==> config.mk <==
export PLATFORM = sky130hd
export DESIGN_NAME = metaball_motion_sched
export DESIGN_NICKNAME = d
export VERILOG_FILES = /design/src/rtl/metaball_motion_sched.sv
export SDC_FILE = /design/constraint.sdc
export NUM_CORES = 1
export LEC_CHECK = 0
export BUFFER_PORTS_ARGS = -buffer_cell sky130_fd_sc_hd__clkbuf_2
export CORE_MARGIN = 2
export CORE_UTILIZATION = 45
export DETAILED_ROUTE_END_ITERATION = 8
export PLACE_DENSITY_LB_ADDON = 0.3
export SLEW_MARGIN = 40
export SYNTH_ARGS = -nofsm -noshare
export SYNTH_HDL_FRONTEND = slang
export SYNTH_SLANG_ARGS = --single-unit
==> constraint.sdc <==
create_clock -name clk -period 7.8 [get_ports clk]
set_clock_uncertainty 0.05 [all_clocks]
set_input_delay 1.56 -clock clk [delete_from_list [all_inputs] [get_ports clk]]
set_output_delay 1.56 -clock clk [all_outputs]
set_load 0.01 [all_outputs]
==> src/rtl/metaball_motion_sched.sv <==
// rtl/metaball_motion_sched.sv - per-frame metaball motion scheduler with edge bounce and atomic commit
// Optional build macro METABALL_PAUSE_EN adds a pause input that gates starting an update.
module metaball_motion_sched #(
   parameter int NUM_BALLS = 3,
   parameter int COORD_W   = 10,
   parameter int VEL_W     = 4,
   parameter int X_MAX     = 639,
   parameter int Y_MAX     = 479
) (
   input  logic                           clk,
   input  logic                           reset,
   input  logic                           frame_tick,
   input  logic                           display,
`ifdef METABALL_PAUSE_EN
   input  logic                           pause,
`endif
   output logic [NUM_BALLS*COORD_W-1:0]   ball_x,
   output logic [NUM_BALLS*COORD_W-1:0]   ball_y,
   output logic                           busy,
   output logic                           overrun,
   output logic [7:0]                     frame_count
);

   localparam int SW    = COORD_W + 2;
   localparam int IDX_W = (NUM_BALLS > 1) ? $clog2(NUM_BALLS) : 1;
   localparam logic signed [SW-1:0] X_LIM = SW'(X_MAX);
   localparam logic signed [SW-1:0] Y_LIM = SW'(Y_MAX);
   localparam logic [COORD_W-1:0]   RST_Y = COORD_W'(Y_MAX / 2);
   localparam logic [IDX_W-1:0]     LAST  = IDX_W'(NUM_BALLS - 1);

   typedef enum logic [1:0] {IDLE, UPDATE, COMMIT} state_t;

   state_t                     state;
   logic [IDX_W-1:0]           idx;
   logic [COORD_W-1:0]         x_sh [NUM_BALLS];
   logic [COORD_W-1:0]         y_sh [NUM_BALLS];
   logic signed [VEL_W-1:0]    vx   [NUM_BALLS];
   logic signed [VEL_W-1:0]    vy   [NUM_BALLS];

   logic signed [SW-1:0]       nx, ny;
   logic [COORD_W-1:0]         x_new, y_new;
   logic signed [VEL_W-1:0]    vx_new, vy_new;
   logic                       paused;

`ifdef METABALL_PAUSE_EN
   assign paused = pause;
`else
   assign paused = 1'b0;
`endif

   function automatic logic [COORD_W-1:0] rst_x(input int i);
      return COORD_W'((i + 1) * X_MAX / (NUM_BALLS + 1));
   endfunction

   function automatic logic signed [VEL_W-1:0] rst_vx(input int i);
      return VEL_W'(i + 1);
   endfunction

   function automatic logic signed [VEL_W-1:0] rst_vy(input int i);
      return (i % 2 == 0) ? VEL_W'(2) : VEL_W'(-2);
   endfunction

   // Step the ball selected by idx; a bounce clamps to the edge and reverses that axis.
   always_comb begin
      nx     = $signed({2'b00, x_sh[idx]}) + $signed({{(SW-VEL_W){vx[idx][VEL_W-1]}}, vx[idx]});
      ny     = $signed({2'b00, y_sh[idx]}) + $signed({{(SW-VEL_W){vy[idx][VEL_W-1]}}, vy[idx]});
      x_new  = nx[COORD_W-1:0];
      y_new  = ny[COORD_W-1:0];
      vx_new = vx[idx];
      vy_new = vy[idx];
      if (nx < 0) begin
         x_new  = '0;
         vx_new = -vx[idx];
      end else if (nx > X_LIM) begin
         x_new  = COORD_W'(X_MAX);
         vx_new = -vx[idx];
      end
      if (ny < 0) begin
         y_new  = '0;
         vy_new = -vy[idx];
      end else if (ny > Y_LIM) begin
         y_new  = COORD_W'(Y_MAX);
         vy_new = -vy[idx];
      end
   end

   always_ff @(posedge clk or posedge reset) begin
      if (reset) begin
         state       <= IDLE;
         idx         <= '0;
         busy        <= 1'b0;
         overrun     <= 1'b0;
         frame_count <= '0;
         for (int i = 0; i < NUM_BALLS; i++) begin
            x_sh[i]                        <= rst_x(i);
            y_sh[i]                        <= RST_Y;
            vx[i]                          <= rst_vx(i);
            vy[i]                          <= rst_vy(i);
            ball_x[i*COORD_W +: COORD_W]   <= rst_x(i);
            ball_y[i*COORD_W +: COORD_W]   <= RST_Y;
         end
      end else begin
         case (state)
            IDLE: begin
               if (frame_tick && !paused) begin
                  state <= UPDATE;
                  idx   <= '0;
                  busy  <= 1'b1;
               end
            end
            UPDATE: begin
               x_sh[idx] <= x_new;
               y_sh[idx] <= y_new;
               vx[idx]   <= vx_new;
               vy[idx]   <= vy_new;
               if (idx == LAST) state <= COMMIT;
               else             idx   <= idx + IDX_W'(1);
            end
            COMMIT: begin
               // Publish only in blanking so the pixel datapath never sees a torn frame.
               if (!display) begin
                  for (int i = 0; i < NUM_BALLS; i++) begin
                     ball_x[i*COORD_W +: COORD_W] <= x_sh[i];
                     ball_y[i*COORD_W +: COORD_W] <= y_sh[i];
                  end
                  frame_count <= frame_count + 8'd1;
                  busy        <= 1'b0;
                  state       <= IDLE;
               end
            end
            default: state <= IDLE;
         endcase
         if (frame_tick && busy) overrun <= 1'b1;
      end
   end

endmodule

# After elaboration in Yosys (flattened, before gate mapping)

Index checks and enable logic that the tools add are counted.

Input port bits: 4
Bits in latches: 0
Memories kept: 0
Register bits after elaboration: 158
RAM bits: 0
Memory bits (read-only): 0
Word-level logic and storage cells: 87

Div/mod/pow operators: 0
$lt $le $gt $ge: 6
Add/subtract/negate cells: 6
Multiply operators: 0
Reduce and logical (&&, ||, !) cells: 9
Bitwise operators: 2
Equality and inequality tests: 7
Shift-type cells: 0
Multiplexer cells: 38

Operators with widths:

| kind                                                                              | count |
|---|---|
| 10-bit two-way mux                                                                | 9 |
| 30-bit bitwise mux                                                                | 2 |
| 10-bit binary-select mux with 2-bit select                                        | 2 |
| 4-bit two-way mux                                                                 | 9 |
| 11-bit by 4-bit adder with 12-bit output                                          | 2 |
| 12-bit bitwise mux                                                                | 2 |
| 12-bit by 1-bit < comparator with 1-bit output, second input constant             | 2 |
| 10-bit demux with 2-bit select                                                    | 1 |
| 4-bit binary-select mux with 2-bit select                                         | 2 |
| 12-bit by 10-bit greater-than comparator with 1-bit output, second input constant | 1 |
| 12-bit by 11-bit greater-than comparator with 1-bit output, second input constant | 1 |
| 2-bit two-way mux                                                                 | 5 |
| 3-bit AND reduction                                                               | 3 |
| 8-bit by 1-bit adder with 8-bit output, second input constant                     | 1 |
| 4-bit demux with 2-bit select                                                     | 1 |
| 2-bit != test, second input constant                                              | 4 |
| 4-bit negator                                                                     | 2 |
| 2-bit one-hot mux with 3 select lines                                             | 1 |
| 2-bit == test, second input constant                                              | 2 |
| 2-bit one-hot mux with 2 select lines                                             | 1 |
| 2-bit nonzero test                                                                | 2 |
| 3-bit greater-or-equal comparator, second input constant                          | 1 |
| 3-bit by 1-bit < comparator with 1-bit output, second input constant              | 1 |
| 2-bit inverter with 3-bit output                                                  | 1 |
| 8 further kinds                                                                   | 10 |

# Depth between registers and ports, before layout

Gate-level depths: netlist of the first run.

Depth after elaboration: 9
Depth in mapped cells: 18
Mapped depth without buffers: 15

# Worst setup path after synthesis of the first run

Ideal clock, no wire load.

Kind: flip-flop to flip-flop
From: reg idx[1]
To: reg x_sh[28] (netlist name)
Data arrival time: 3.933 ns
Period minus slack after synthesis: 4.079 ns
Buffers on the path: 4
Stages on the path, launching flop included: 18
Data required time: 7.655 ns
Path slack: 3.721 ns
Setup time: 0.095 ns
Cell sequence: dfrtp_1 > buf_2 > buf_2 > buf_1 > mux2i_1 > o21ai_0 > ha_1 > inv_1 > fa_1 > nand2b_1 > a211oi_2 > o311ai_2 > and4_4 > a2111oi_2 > nand3_1 > or2_1 > buf_6 > o31ai_1

Cells in the longest elaborated chain, start to end: 9
Elaborated cells between the ends (all ways): 18
Classes of those cells: 1 x add/sub; 4 x order compare; 11 x mux; 1 x bitwise; 1 x reduce/logical

Ends and longest elaborated chain:

| item                                                                                                    | RTL line | source |
|---|---|---|
| start: declaration                                                                                      | 34       | `logic [IDX_W-1:0] idx;` |
| start signal: assignment                                                                                | 117      | `else idx <= idx + IDX_W'(1);` |
| 2-bit inverter with 3-bit output (implied by the code) (*)                                              | 65, 112  |  |
| 10-bit binary-select mux with 2-bit select or 4-bit binary-select mux with 2-bit select (tied branches) | 65       | `nx = $signed({2'b00, x_sh[idx]}) + $signed({{(SW-VEL_W){vx[idx][VEL_W-1]}}, vx[idx]});` |
| 10-bit two-way mux (implied by the code) or 4-bit two-way mux (tied branches) (2 in series)             | 65       |  |
| 11-bit by 4-bit adder with 12-bit output                                                                | 65       |  |
| 12-bit by 11-bit greater-than comparator with 1-bit output                                              | 74       | `end else if (nx > X_LIM) begin` |
| 10-bit two-way mux                                                                                      | 74       |  |
| 10-bit two-way mux                                                                                      | 71       | `if (nx < 0) begin` |
| 30-bit bitwise mux (*)                                                                                  | 112      | `x_sh[idx] <= x_new;` |
| end signal: indexed assignment                                                                          | 95       | `x_sh[i] <= rst_x(i);` |
| end signal: indexed assignment                                                                          | 112      |  |
| end: declaration                                                                                        | 35       | `logic [COORD_W-1:0] x_sh [NUM_BALLS];` |

Mark *: on every way between the ends. The rest lies on a longest branch, timed or not. The select of a mux whose other input is x is not followed.
A chain may end at the register's enable or synchronous reset.

# Final worst setup path of the first run

From: reg idx[0]
To: reg x_sh[18] (netlist name)

Same word-level chain as after synthesis.

==> impl_metrics.py, run 1 <==
metrics = {
    "power_and_ir_drop": {
        "power_frac_comb_pct": 17.9,
        "leakagePower_nw": 4.23,
        "total_power_mw": 2.10,
        "power.switching_uw": 672,
        "swShare_pct": 32.0,
        "intPower_mw": 1.43,
        "power.density_nw_per_um2": 219,
        "vdd_ir_drop_max_uv": 169,
        "clkPwrFrac_pct": 41.1,
        "pwr-share-seq_pct": 41.0,
    },
    "sta": {
        "rsz0062_at_grt": "no",
        "slew_violations": 0,
        "setup_tns_ns": 0,
        "fmax_mhz": 190,
        "finalCriticalPeriod_ns": 5.25,
        "min_period_over_period_pct": 67.3,
        "fin_hold_ws_ns": 0.408,
        "finalHoldViolCount": 0,
        "worst_pin_slew_ns": 0.885,
        "setup_viol": 0,
        "slew_headroom_pct": 40.8,
        "fin_ws_ns": 2.55,
    },
    "cells_and_area": {
        "drive_gt1_share_pct": 33.8,
        "layout_common_cells": "nand2_1 (114), o21ai_0 (95), dfstp_2 (93)",
        "area_delta_synth_final_pct": 14.0,
        "final_common_cell": "nand2_1",
        "num_antenna_cells": 0,
        "finalInstanceArea_um2": 9570,
        "layout.nets": 902,
    },
    "grt": {
        "grt_pass1_vias": 6181,
        "grt_max_degree": 92,
        "antenna_found_initial": 0,
        "grt_pass1_wl_mm": 32.4,
        "grt_usage_pct": 20.4,
        "grt_overflow": 0,
    },
    "floorplanning": {
        "start_util_pct": 46.3,
        "die_h_um": 141,
        "die_x_um": 141,
        "die-area_um2": 19800,
        "boundaryPins": 74,
        "std_cell_rows": 49,
        "coreArea_um2": 18100,
    },
    "placement": {
        "place_ws_ns": 2.36,
        "place_congestion": 0.853,
        "portBuffers": 73,
        "hpwl_mm": 12.7,
        "place_area_um2": 8940,
    },
    "worst_setup_path": {
        "worstSetupPathType": "reg2reg",
        "crit_path_start_kind": "flop",
        "cp-end-kind": "flop",
        "cp_max_fo": 34,
        "cp.required_ns": 8.09,
        "arrival_ns": 5.54,
    },
    "logic_synthesis": {
        "synth_top_family_by_area": "compound AO/OA/AOI/OAI gates",
        "synth_compound_area_share_pct": 15.7,
        "syn_area_um2": 8400,
        "synthMuxAreaShare_pct": 12.0,
        "synth_fp_nets": 848,
        "synthArstFlopShare_pct": 100,
        "avgSynthCellArea_um2": 10.3,
        "seq_area_frac_synth_pct": 48.5,
        "syn_inst": 814,
        "synthAdderAreaFrac_pct": 4.65,
        "synth-seq-cells": 158,
        "ys.flop_type": "dfstp_2",
        "synth_simple_gate_area_share_pct": 13.9,
        "synth_cell_types": 66,
        "synth_warnings": 0,
        "synth_edf_count": 0,
        "synth_xor_area_share_pct": 2.19,
    },
    "clock_network": {
        "htreeDepth": 4,
        "clk_latency_ns": 0.43,
        "cts_setup_buffers": 0,
        "cts_root_buf": "clkbuf_16",
        "cts_tree": "yes",
        "cts.clk_slew.worst_paths_ns": 0.07,
        "cts_hold_buf": 0,
        "clkSinkCount": 158,
        "cts_buffer_depth": 2,
        "cts-buffers-inserted": 17,
        "cts_resized": 0,
    },
    "flow_run": {
        "maxCapViolCount": 0,
    },
    "drt": {
        "wirelength_met1_mm": 8.92,
        "antenna_left": 0,
        "post_drt_wl_per_cell_um": 17.5,
        "first_pass_iters": 5,
        "wl_met3_um": 849,
        "wl_mm": 19.5,
        "via_per_inst": 5.73,
        "maxUsedRoutingLayer": "met4",
        "drt_iter0_drc": 507,
        "drc": 0,
        "wl_met2_mm": 9.41,
        "dr_total_vias": 6358,
    },
    "status": {
        "status": "finished clean",
    },
    "worst_hold_path": {
        "hp-class": "reg2reg",
    },
}
==> metrics by stage <==
stage          utilization [%]  instances
6_report                  52.7       1110
3_3_place_gp              49.3       1078
5_1_grt                   52.7       1110
3_5_place_dp              49.3       1078
2_1_floorplan                -        814
4_1_cts                   52.7       1110
==> logic make-up (layout without fill, tap and decap cells) <==
| family | count (synthesis) | after routing |
|---|---|---|
| and+or+nand+nor | 249 | 249 |
| muxes | 93 | 93 |
| adders and majority gates | 30 | 30 |
| buffers and inverters | 66 | 133 |
| DFF | 158 | 158 |
| xor gates and xnor gates | 21 | 21 |
| AOI/OAI and AO/OA | 197 | 197 |
==> worst paths after layout <==
check,from,endpoint,slack [ns],depth (start not counted)
hold / removal,overrun,overrun,0.41,1
hold reg to reg,overrun,overrun,0.41,1
min in group asynchronous,reset,ball_y[18],1.17,2
max in group asynchronous,reset,ball_x[19],5.52,3
setup / recovery,idx[0],x_sh[18],2.55,16
setup reg to reg,idx[0],x_sh[18],2.55,16
==> routing by layer <==
metal | track usage [%] | up-vias
met2 | 33.3 | 181
met5 | 0 | -
li1 | - | 3033
met3 | 3.36 | 26
met1 | 28.1 | 3118
met4 | 6.26 | 0
==> worst max-delay path, cell delays in order (launching register included) <==
cell and delay [ns]:
dfrtp_1 0.33, buf_4 0.36, inv_2 0.11, nor2_4 0.64, a21oi_1 0.28, inv_1 0.14
ha_1 0.22, inv_1 0.07, fa_1 0.39, nand2b_1 0.19, a211oi_2 0.32, o311ai_2 0.19
and4_4 0.24, a2111oi_2 0.37, nand3_2 0.48, or2_1 0.49, o31ai_1 0.27
==> area by class of cell <==
class	instances	area, um2
clock buffer	20	467
clock inverter	12	148
fill	1581	8580
inverter	19	78.8
multi-input combinational	590	4080
sequential	158	4070
tap	229	287
timing repair buffer	82	437
==> sequential cells by signal, summed over array words and instances, names as in the netlist <==
name         cells
vx              12
overrun          1
x_sh            30
busy             1
ball_x          30
ball_y          30
vy              12
y_sh            30
frame_count      8
idx              2
state            2
==> power groups by stage <==
stage / logic [mW] / registers [mW] / clock network [mW]
after floorplan: 0.260 / 0.875 / 0
after global placement: 0.369 / 0.872 / 0
after detailed placement: 0.377 / 0.873 / 0
after CTS: 0.377 / 0.860 / 0.875
after global routing: 0.415 / 0.862 / 0.905
final: 0.377 / 0.859 / 0.862
==> synthesized netlist by cell type (3+ instances only) <==
cell type / n / area share, %
a211oi_1: 6 / 0.54
a211oi_2: 4 / 0.60
a21o_1: 9 / 0.80
a21oi_1: 19 / 1.1
a221oi_1: 4 / 0.42
a222oi_1: 3 / 0.36
a22oi_1: 3 / 0.27
a311o_1: 3 / 0.36
and2_1: 11 / 0.82
and3_1: 14 / 1.0
buf_2: 6 / 0.36
clkbuf_1: 38 / 1.7
dfrtp_1: 65 / 19
dfstp_2: 93 / 29
ha_1: 28 / 4.2
inv_1: 16 / 0.72
inv_2: 3 / 0.13
mux2_2: 62 / 8.3
mux2i_1: 31 / 3.7
nand2_1: 115 / 5.1
nand3_1: 22 / 1.3
nand3b_1: 5 / 0.45
nand4_1: 10 / 0.74
nor2_1: 29 / 1.3
nor3_1: 21 / 1.3
nor4_1: 6 / 0.45
o211ai_1: 5 / 0.45
o21a_1: 5 / 0.45
o21ai_0: 95 / 5.7
o21ai_1: 4 / 0.24
o221ai_1: 3 / 0.31
o31ai_1: 12 / 1.1
or3_1: 4 / 0.30
xnor2_1: 13 / 1.4
xor2_1: 8 / 0.83
(Power assumes the default switching activity.)
==> run 2, diff against run 1 <==
Clock period 7.8 ns to 5.02 ns, I/O delays scaled along.
==> run 2 against run 1 <==
Against the previous run:
- first-iteration DRC count fell by 0.39%
- via count grew 0.30%
- maximum frequency increased by 16%
- cell area is 0.10% higher
- wire length increased by 0.45%
- global-route usage is essentially flat
- utilization up 0.055 points
- worst setup slack lost 2.1 ns
- critical path depth down 3
- sequential share of layout area about the same
- die area did not move
- largest cell class unchanged
==> impl_metrics.py, run 2 (synthesis results as in run 1) <==
metrics = {
    "drt": {
        "post_drt_wl_per_cell_um": 17.5,
        "drt_iter0_drc": 505,
        "drc": 0,
        "wl_mm": 19.5,
        "dr_total_vias": 6377,
        "via_per_inst": 5.71,
        "first_pass_iters": 4,
        "antenna_left": 0,
    },
    "flow_run": {
        "maxCapViolCount": 0,
    },
    "power_and_ir_drop": {
        "power.switching_mw": 1.05,
        "clkPwrFrac_pct": 39.4,
        "swShare_pct": 33.0,
        "power.density_nw_per_um2": 333,
        "intPower_mw": 2.14,
        "leakagePower_nw": 4.23,
        "power_frac_comb_pct": 18.1,
        "pwr-share-seq_pct": 42.5,
        "vdd_ir_drop_max_uv": 276,
    },
    "placement": {
        "hpwl_mm": 13.0,
        "place_congestion": 0.818,
        "dp.cells": 1083,
        "portBuffers": 73,
    },
    "sta": {
        "slew_violations": 0,
        "min_period_over_period_pct": 90.4,
        "setup_viol": 0,
        "rsz0062_at_grt": "no",
        "finalCriticalPeriod_ns": 4.54,
        "setup_tns_ns": 0,
        "fmax_mhz": 220,
        "slew_headroom_pct": 41.8,
        "finalHoldViolCount": 0,
        "worst_pin_slew_ns": 0.870,
    },
    "clock_network": {
        "htreeDepth": 4,
        "cts_setup_buffers": 0,
        "cts.clk_slew.worst_paths_ns": 0.06,
        "cts_tree": "yes",
        "cts_hold_buf": 0,
        "cts_root_buf": "clkbuf_16",
        "clkSinkCount": 158,
        "cts_buffer_depth": 2,
        "clk_latency_ns": 0.43,
        "cts_resized": 0,
        "cts-buffers-inserted": 17,
    },
    "cells_and_area": {
        "num_antenna_cells": 0,
        "num-fill-cells": 1621,
        "area_delta_synth_final_pct": 14.1,
        "drive_gt1_share_pct": 33.9,
        "finalNonFillerCells": 1116,
        "final_common_cell": "nand2_1",
        "layout.nets": 908,
        "layout_common_cells": "nand2_1 (114), o21ai_0 (95), dfstp_2 (93)",
    },
    "status": {
        "status": "finished clean",
    },
    "worst_setup_path": {
        "cp_slowest_cell": "dfrtp_2",
        "worstSetupPathType": "reg2reg",
        "cp_max_fo": 16,
        "cpPeakStageDelay_ns": 0.64,
        "cp.required_ns": 5.32,
        "arrival_ns": 4.84,
        "worstPathCellList": "buf_4, mux2i_1, o22a_1, inv_2, ha_1, a21o_1, a21oi_1, nor3b_1, a211oi_1, nand3b_1, o21ai_1, nor4_1, a311o_1",
        "cp-end-kind": "flop",
        "crit_path_start_kind": "flop",
        "path_delay_family": "compound AO/OA/AOI/OAI gates",
        "path_buf_inv": 2,
    },
    "grt": {
        "antenna_found_initial": 0,
        "grt_pass1_wl_mm": 32.3,
        "grt_usage_pct": 20.5,
        "grt_pass1_vias": 6108,
        "grt_max_degree": 126,
        "grt_overflow": 0,
    },
    "floorplanning": {
        "die_x_um": 141,
        "die_h_um": 141,
        "die-area_um2": 19800,
        "std_cell_rows": 49,
        "coreArea_um2": 18100,
        "boundaryPins": 74,
        "start_util_pct": 46.3,
    },
    "worst_hold_path": {
        "hp-class": "reg2reg",
    },
}
[run 2: changes by cell type in the layout (fill, tap and decap cells not counted), sizes merged]
| cell | delta |
|---|---|
| bufinv | -1 |
| inv | +1 |
| clkbuf | -1 |
| buf | +6 |
| clkinv | -1 |
| clkinvlp | +2 |
[run 2: power by group through the flow]
stage               combinational [mW]  sequential, mW  clock [mW]
CTS                              0.583            1.35        1.28
global route                     0.638            1.36        1.33
detailed placement               0.579            1.37           0
floorplan                        0.404            1.36           0
finish                           0.579            1.35        1.26
global placement                 0.570            1.37           0
[run 2: worst paths after layout]
check	to	slack [ns]	cells after the start	startpoint
min reg2reg	overrun	0.41	1	overrun
min in group asynchronous	vx[3]	0.46	2	reset
min	overrun	0.41	1	overrun
max in group asynchronous	ball_y[14]	3.54	3	reset
max	vy[9]	0.48	13	idx[1]
max reg2reg	vy[9]	0.48	13	idx[1]
[run 2: per-layer routing]
metal,track usage (%),routed length [um],vias up
met1,28.2,9230,3123
met4,5.42,231,0
met2,33.2,9270,178
met5,0,0,-
li1,-,-,3051
met3,4.18,820,25
[run 2: cell type report]
class	count	area, um2	area share [%]
Clock inverter	13	134	1.40
Clock buffer	19	433	4.52
Timing Repair Buffer	88	503	5.25
Inverter	19	75.1	0.784
Tap cell	229	287	2.99
Multi-Input combinational cell	590	4080	42.6
Sequential cell	158	4070	42.5
[run 2: worst register-to-register path, stage by stage (launching register included)]
cell,delay (ns)
dfrtp_2,0.64
buf_4,0.38
mux2i_1,0.22
o22a_1,0.33
inv_2,0.22
ha_1,0.40
a21o_1,0.19
a21oi_1,0.29
nor3b_1,0.10
a211oi_1,0.25
nand3b_1,0.40
o21ai_1,0.51
nor4_1,0.13
a311o_1,0.34
[run 2: per-stage QoR]
step                      power [mW]  instance area [um2]  hold WS (ns)  setup WS [ns]  util (%)
after floorplan                 1.76                 8400         0.394          0.941         -
after global placement          1.94                 8990         0.393          0.546      49.5
after detailed placement        1.95                 8990         0.401          0.567      49.6
after CTS                       3.21                 9560         0.416          0.538      52.7
after global routing            3.33                 9580         0.434          0.190      52.8
final                           3.19                 9580         0.409          0.480      52.8
==> run 3, diff against run 2 <==
Clock period 5.02 ns to 4.07 ns, I/O delays scaled along.
==> run 3 against run 2 <==
Against the previous run:
- sequential cell count did not move
- via count fell by 0.28%
- highest routed layer unchanged
- global-route usage is 0.16 points higher
- critical endpoint is now vx[2]
- largest power group unchanged
- die area unchanged
- cell area grew 2.2%
- critical path type unchanged
- count of clock-buffer cells in the layout unchanged
- cell count up 1.5%
==> impl_metrics.py, run 3 (synthesis results as in run 1) <==
metrics = {
    "grt": {
        "grt_max_degree": 76,
        "grt_util_met1_pct": 28.7,
        "globalRouteMet3Util_pct": 3.94,
        "grt_overflow": 0,
        "antenna_found_initial": 0,
        "grt_usage_pct": 20.6,
        "grt_pass1_wl_mm": 32.7,
        "grt.busiest_layer": "met2",
        "grt_pass1_vias": 6142,
        "grtUsageMet2_pct": 33.4,
    },
    "clock_network": {
        "cts-buffers-inserted": 17,
        "cts_buffer_depth": 2,
        "htreeDepth": 4,
        "cts.clk_slew.worst_paths_ns": 0.06,
        "clkSinkCount": 158,
        "clk_latency_ns": 0.43,
        "cts_hold_buf": 0,
        "cts_tree": "yes",
        "cts_root_buf": "clkbuf_16",
    },
    "power_and_ir_drop": {
        "vdd_ir_drop_max_uv": 341,
        "leakagePower_nw": 4.33,
        "power.density_nw_per_um2": 400,
    },
    "cells_and_area": {
        "final_util_pct": 53.9,
        "multiInputGateArea_um2": 4160,
        "drive_gt1_share_pct": 36.9,
        "num-fill-cells": 1583,
        "layout.nets": 925,
        "finalInstanceArea_um2": 9790,
        "area_delta_synth_final_pct": 16.6,
        "num_antenna_cells": 0,
        "regArea_um2": 4070,
        "layout_common_cells": "nand2_1 (113), dfstp_2 (93), o21ai_0 (89)",
        "final_common_cell": "nand2_1",
    },
    "worst_setup_path": {
        "r2r-end": "vx[2]",
        "cp_max_fo": 15,
        "r2r_cells": 15,
        "arrival_ns": 4.14,
        "cp-end-kind": "flop",
        "regToRegSetupSlack_ns": 0.24,
        "r2r-start": "idx[1]",
        "crit_path_start_kind": "flop",
        "cp.required_ns": 4.38,
        "worstSetupPathType": "reg2reg",
    },
    "sta": {
        "setup_viol": 0,
        "min_period_over_period_pct": 94.2,
        "finalHoldViolCount": 0,
        "slew_headroom_pct": 43.8,
        "fin_ws_ns": 0.236,
        "worst_pin_slew_ns": 0.837,
        "fmax_mhz": 261,
        "finalCriticalPeriod_ns": 3.83,
        "slew_violations": 0,
    },
    "drt": {
        "dr_total_vias": 6359,
        "wl_mm": 19.6,
        "drt_iter0_drc": 426,
        "drc": 0,
        "via_per_inst": 5.61,
        "first_pass_iters": 5,
        "post_drt_wl_per_cell_um": 17.3,
        "antenna_left": 0,
    },
    "floorplanning": {
        "std_cell_rows": 49,
        "die-area_um2": 19800,
        "boundaryPins": 74,
        "die_x_um": 141,
        "start_util_pct": 46.3,
        "die_h_um": 141,
        "coreArea_um2": 18100,
    },
    "worst_hold_path": {
        "hp-class": "in2async",
    },
    "placement": {
        "portBuffers": 73,
        "place_area_um2": 9160,
        "hpwl_mm": 13.7,
        "place_ws_ns": 0.188,
        "place_congestion": 0.869,
    },
    "status": {
        "status": "finished clean",
    },
    "flow_run": {
        "maxCapViolCount": 0,
    },
}
## run 3: repair_timing
item	CTS	global route
setup buffers	0	0
resized for setup	0	23
setup endpoints to repair	0	43
## run 3: metrics by stage
stage	instances	hold slack (ns)	setup TNS, ns	total power, mW
detailed placement	1101	0.402	0	2.44
CTS	1133	0.300	0	3.94
global route	1133	0.313	-0.0287	4.09
floorplan	814	0.394	0	2.18
finish	1133	0.300	0	3.91
global placement	1100	0.398	0	2.42
## run 3: layout make-up
cell class / count / area share (%)
Timing Repair Buffer: 105 / 6.61
Clock buffer: 19 / 4.52
Sequential cell: 158 / 41.6
Multi-Input combinational cell: 590 / 42.5
Clock inverter: 13 / 1.09
Inverter: 19 / 0.767
Tap cell: 229 / 2.93
## run 3: report_power, final
group	switching, mW	internal, mW	leakage (nW)	total (mW)
registers	0.0475	1.61	1.85	1.66
clock network	0.685	0.810	0.261	1.49
logic	0.575	0.188	2.22	0.763
total	1.31	2.61	4.33	3.91
## run 3: per-layer routing
metal / up-vias / part of all wire [%]
met3: 16 / 3.8
met5: - / 0
met2: 156 / 48
li1: 3091 / -
met4: 0 / 1.3
met1: 3096 / 47
## run 3: worst max path at each step
stage	from	end
3_3_place_gp	idx[1]	x_sh[25]
2_1_floorplan	idx[1]	x_sh[28]
6_report	idx[1]	vx[2]
5_1_grt	idx[1]	vx[2]
4_1_cts	idx[1]	y_sh[22]
3_5_place_dp	idx[1]	x_sh[2]
## run 3: worst max-delay path, cell delays in order, from the launching register on
cell,delay [ns]
dfrtp_2,0.47
buf_4,0.19
mux2i_1,0.11
o21ai_0,0.21
ha_2,0.25
inv_1,0.06
fa_1,0.40
nand2b_1,0.22
a211oi_4,0.29
o311ai_2,0.18
and4_4,0.24
a2111oi_4,0.32
nand3_2,0.13
buf_4,0.22
or3_1,0.35
nand3_1,0.07
